<file path="config.mk">
export PLATFORM = sky130hd
export DESIGN_NAME = clock_time_controller
export DESIGN_NICKNAME = d
export VERILOG_FILES = /design/src/rtl/clock_time_controller.sv
export SDC_FILE = /design/constraint.sdc
export NUM_CORES = 1
export LEC_CHECK = 0
export CELL_PAD_IN_SITES_DETAIL_PLACEMENT = 1
export CELL_PAD_IN_SITES_GLOBAL_PLACEMENT = 1
export CORE_MARGIN = 10
export CORE_UTILIZATION = 41
export DETAILED_ROUTE_END_ITERATION = 8
export PLACE_DENSITY_LB_ADDON = 0.12
export SLEW_MARGIN = 20
export SYNTH_ARGS = -nofsm -noshare
export SYNTH_HDL_FRONTEND = slang
export SYNTH_SLANG_ARGS = --single-unit
</file>
<file path="constraint.sdc">
create_clock -name clk -period 2.6 [get_ports clk]
set_input_delay 0.78 -clock clk [delete_from_list [all_inputs] [get_ports clk]]
set_output_delay 0.78 -clock clk [all_outputs]
set_load 0.02 [all_outputs]
</file>
<file path="src/rtl/clock_time_controller.sv">
// Hours/minutes/seconds timekeeper with a RUN/SET_HR/SET_MIN set FSM; 12 h mode under CLOCK_CTRL_12H_EN.
// Latency: every input event is visible on the registered outputs one clk after it is sampled.
// Backpressure: none; inputs are levels sampled every cycle, presc_rst holds the prescaler while setting.
module clock_time_controller #(
    parameter int INIT_HOUR = 12,
    parameter int INIT_MIN  = 0
) (
    input  logic       clk,
    input  logic       rst_n,
    input  logic       sec_in,
    input  logic       btn_mode,
    input  logic       btn_inc,
    output logic       presc_rst,
    output logic [1:0] mode,
    output logic [4:0] hour,
    output logic [5:0] minute,
    output logic [5:0] second,
    output logic       pm,
    output logic       day_pulse
);

    typedef enum logic [1:0] {
        RUN     = 2'd0,
        SET_HR  = 2'd1,
        SET_MIN = 2'd2
    } state_t;

    state_t     state, state_nxt;
    logic       sec_q, mode_q, inc_q;
    logic       tick, mode_ev, inc_ev;
    logic [4:0] hour_nxt, hour_inc_val;
    logic [5:0] minute_nxt, second_nxt;
    logic       hour_step, last_hour, day_nxt;

    assign tick    = sec_in & ~sec_q;
    assign mode_ev = btn_mode & ~mode_q;
    assign inc_ev  = btn_inc & ~inc_q;
    assign mode    = state;

    // sec_q resets high so a prescaler sitting at 1 does not look like an edge
    always_ff @(posedge clk or negedge rst_n) begin
        if (!rst_n) begin
            sec_q  <= 1'b1;
            mode_q <= 1'b0;
            inc_q  <= 1'b0;
        end else begin
            sec_q  <= sec_in;
            mode_q <= btn_mode;
            inc_q  <= btn_inc;
        end
    end

    always_ff @(posedge clk or negedge rst_n) begin
        if (!rst_n) begin
            state <= RUN;
        end else begin
            state <= state_nxt;
        end
    end

    always_comb begin
        state_nxt = state;
        if (mode_ev) begin
            case (state)
                RUN:     state_nxt = SET_HR;
                SET_HR:  state_nxt = SET_MIN;
                SET_MIN: state_nxt = RUN;
                default: state_nxt = RUN;
            endcase
        end
    end

    always_comb begin
        hour_inc_val = hour + 5'd1;
        last_hour    = 1'b0;
`ifdef CLOCK_CTRL_12H_EN
        if (hour == 5'd12) begin
            hour_inc_val = 5'd1;
        end
        last_hour = (hour == 5'd11) && pm;
`else
        if (hour == 5'd23) begin
            hour_inc_val = 5'd0;
        end
        last_hour = (hour == 5'd23);
`endif
    end

    // A mode event pre-empts both the tick and the increment in the same cycle
    always_comb begin
        hour_step  = 1'b0;
        minute_nxt = minute;
        second_nxt = second;
        day_nxt    = 1'b0;
        if (mode_ev) begin
            if (state == RUN) begin
                second_nxt = 6'd0;
            end
        end else begin
            case (state)
                RUN: begin
                    if (tick) begin
                        if (second == 6'd59) begin
                            second_nxt = 6'd0;
                            if (minute == 6'd59) begin
                                minute_nxt = 6'd0;
                                hour_step  = 1'b1;
                                day_nxt    = last_hour;
                            end else begin
                                minute_nxt = minute + 6'd1;
                            end
                        end else begin
                            second_nxt = second + 6'd1;
                        end
                    end
                end
                SET_HR: begin
                    if (inc_ev) begin
                        hour_step = 1'b1;
                    end
                end
                SET_MIN: begin
                    if (inc_ev) begin
                        minute_nxt = (minute == 6'd59) ? 6'd0 : minute + 6'd1;
                    end
                end
                default: ;
            endcase
        end
        hour_nxt = hour_step ? hour_inc_val : hour;
    end

    always_ff @(posedge clk or negedge rst_n) begin
        if (!rst_n) begin
            hour      <= 5'(INIT_HOUR);
            minute    <= 6'(INIT_MIN);
            second    <= 6'd0;
            day_pulse <= 1'b0;
            presc_rst <= 1'b0;
        end else begin
            hour      <= hour_nxt;
            minute    <= minute_nxt;
            second    <= second_nxt;
            day_pulse <= day_nxt;
            presc_rst <= (state_nxt != RUN);
        end
    end

`ifdef CLOCK_CTRL_12H_EN
    logic pm_q, pm_nxt;

    // pm flips on every 11 -> 12 step, whether from a rollover or a set increment
    always_comb begin
        pm_nxt = pm_q ^ (hour_step && (hour == 5'd11));
    end

    always_ff @(posedge clk or negedge rst_n) begin
        if (!rst_n) begin
            pm_q <= 1'b0;
        end else begin
            pm_q <= pm_nxt;
        end
    end

    assign pm = pm_q;
`else
    assign pm = 1'b0;
`endif

endmodule

</file>
==> impl_metrics.csv <==
group,metric,value,unit
yosys,synthMuxAreaShare,2.61,%
timing,finalClockSkew,0.00312,ns
worst_setup_path,slowest_delay,0.69,ns
timing,setup_viol,0,
outcome,status,"complete, no violations",
floorplan,io-pin-count,27,
grt,grt_overflow,0,
yosys,seq_area_frac_synth,46.6,%
grt,grt_pass1_vias,1307,
timing,post-route-period-util,90.6,%
routing,route.detailed.drc,0,
worst_hold_path,hp-class,"flip-flop to flip-flop",
job,cap_viol_max_count,0,
yosys,synth_cells,129,
placed_design,post_dp_cell_area,1630,um2
cts,post-cts-setup-buffer-count,0,
cells_and_area,area_delta_synth_final,29.6,%
cells_and_area,fin_area,1680,um2
floorplan,core_area,3030,um2
placed_design,dp_hpwl,2.66,mm
cells_and_area,n_antenna_cell,0,
cells_and_area,final_cell_mix,"25 x clkdlybuf4s50_1, 21 x dfrtp_1, 11 x nand2_1",
cells_and_area,fin_nets,170,
cts,cts.sinks,24,
worst_setup_path,crit_chain,"clkdlybuf4s50_1",
yosys,synth_compound_area_share,15.0,%
yosys,synth_nets,137,
grt,grt_usage,12.8,%
cts,path_clk_slew,0.14,ns
cells_and_area,layoutNonFillerInstCount,205,
yosys,synthSimpleGateAreaFrac,28.1,%
worst_setup_path,start_kind,"flip-flop",
floorplan,die_area,5810,um2
yosys,synth-adder-area-share,2.90,%
timing,hold_viol,0,
yosys,synth_top_family_by_area,"simple AND/OR/NAND/NOR gates",
timing,rsz0062_at_grt,"false",
yosys,ys_ff_latch,24,
routing,wl_per_cell,17.0,um
yosys,synth-xor-area-share,3.38,%
placed_design,dp_cells,201,
routing,viasPerCell,5.56,
timing,setup_tns,0,ns
yosys,avgSynthCellArea,10.0,um2
cells_and_area,final_common_cell,"clkdlybuf4s50_1",
worst_setup_path,crit_fanout,7,
cts,cts_buffers,3,
yosys,yosysUniqueCellTypes,44,
routing,vias,1140,
cts,ctsHoldBuffers,0,
grt,grt_start_max_net_pins,25,
worst_setup_path,critPathKind,"flip-flop to output port",
pwr,power.density,850,nW/um2
cells_and_area,fillers,343,
yosys,yosys_most_used_dff,"dfrtp_1",
cts,clock_latency,0.32,ns
floorplan,die_x,76.2,um
routing,drt_first_pass_iters,3,
worst_setup_path,critPathBufInv,1,
cells_and_area,drive_above_1_share,12.4,%
pwr,power.leakage,0.695,nW
floorplan,initial_core_util,42.8,%
placed_design,io_buffers,25,
worst_setup_path,end_kind,"output port",
pwr,ir_drop,0.000419,V
worst_setup_path,cp.required,1.82,ns
cts,root_buffer,"clkbuf_4",
floorplan,die_y,76.2,um
routing,drt_wl_total,3.49,mm
worst_setup_path,arrival,1.57,ns
cts,htreeDepth,1,
timing,period_minus_slack,2.35,ns
placed_design,gp_congestion,0.804,
grt,antenna_found_initial,0,
yosys,netlist_area,1300,um2
cts,cts_buffer_depth,2,
routing,postRouteAntennaNets,0,
timing,slew_viol_final,0,
yosys,synth-async-reset-ratio,100,%
grt,grt_pass1_wl,6.29,mm
floorplan,num_rows,20,
worst_setup_path,critical_path.slowest_cell,"clkdlybuf4s50_1",
worst_setup_path,ff2ff_setup_slack,0.64,ns
yosys,synth_edf_count,0,
cts,cts.repair.resized,0,
worst_setup_path,cpLargestDelayFamily,"buffers and inverters",
yosys,yosysWarnings,0,
cts,tritoncts,"yes",
timing,fmax,425,MHz
routing,drtIter0Drc,72,
[where the power goes]
| part | switching, mW | internal (mW) |
|---|---|---|
| registers | 0.118 | 0.464 |
| clock network | 0.118 | 0.156 |
| logic | 0.309 | 0.264 |
| total | 0.545 | 0.884 |
[cell type report]
class                      count  area, um2  area share, %
tap                           44       55.1           3.28
clock inverter                 1       30.0           1.79
sequential                    24        604           36.0
clock buffer                   3       22.5           1.34
multi-input combinational    102        677           40.3
inverter                       1       3.75          0.223
timing repair buffer          30        288           17.1
[cells in the mapped netlist (all sizes together) (4+ instances only)]
library cell	n	area share [%]
and2	4	1.9
dfrtp	21	41
nand2	11	3.2
nand2b	5	2.6
nand3	7	2.7
nor2	11	3.4
o211ai	4	2.3
o21ai	10	3.9
xor2	5	3.4
[registers in the layout, indices dropped and copies added (netlist names)]
register and flops:
sec_q 1, mode_q 1, inc_q 1, mode 2, minute 6, day_pulse 1
second 6, hour 5, presc_rst 1
[stage by stage]
step	util [%]	hold WS, ns	worst slack (ns)	power, mW
floorplan	-	0.484	0.580	0.882
global placement	53.8	0.541	0.100	1.14
detailed placement	53.8	0.552	0.0484	1.17
CTS	55.5	0.581	0.230	1.45
global route	55.5	0.624	0.167	1.55
finish	55.5	0.574	0.245	1.43
[worst min-delay path, cell delays in order (launching register included)]
cell and delay, ns:
dfstp_2 0.42, o311ai_0 0.08, o41ai_1 0.08
[cells by family after synthesis]
group           after synthesis
simple gates                 62
compound gates               28
flops                        24
xor+xnor                      5
fa+ha+maj                     3
mux                           3
buf+inv                       3
other cells                   1
[per-layer routing]
| layer | track usage [%] | up-vias | wire length, um |
|---|---|---|---|
| met4 | 4.28 | 0 | 25 |
| met3 | 4.13 | 4 | 198 |
| met1 | 14.7 | 571 | 1470 |
| li1 | - | 547 | - |
| met5 | 0 | - | 0 |
| met2 | 21.9 | 18 | 1790 |
[path summary, 6_finish.rpt]
kind	end	depth (start not counted)	startpoint
min reg2reg	hour[3]	2	hour[3]
max	mode[0]	1	mode[0]
min in group asynchronous	hour[1]	2	rst_n
min	hour[3]	2	hour[3]
max in group asynchronous	sec_q	2	rst_n
max reg2reg	hour[2]	5	minute[0]
No activity file was read; power rests on OpenSTA's default activity.
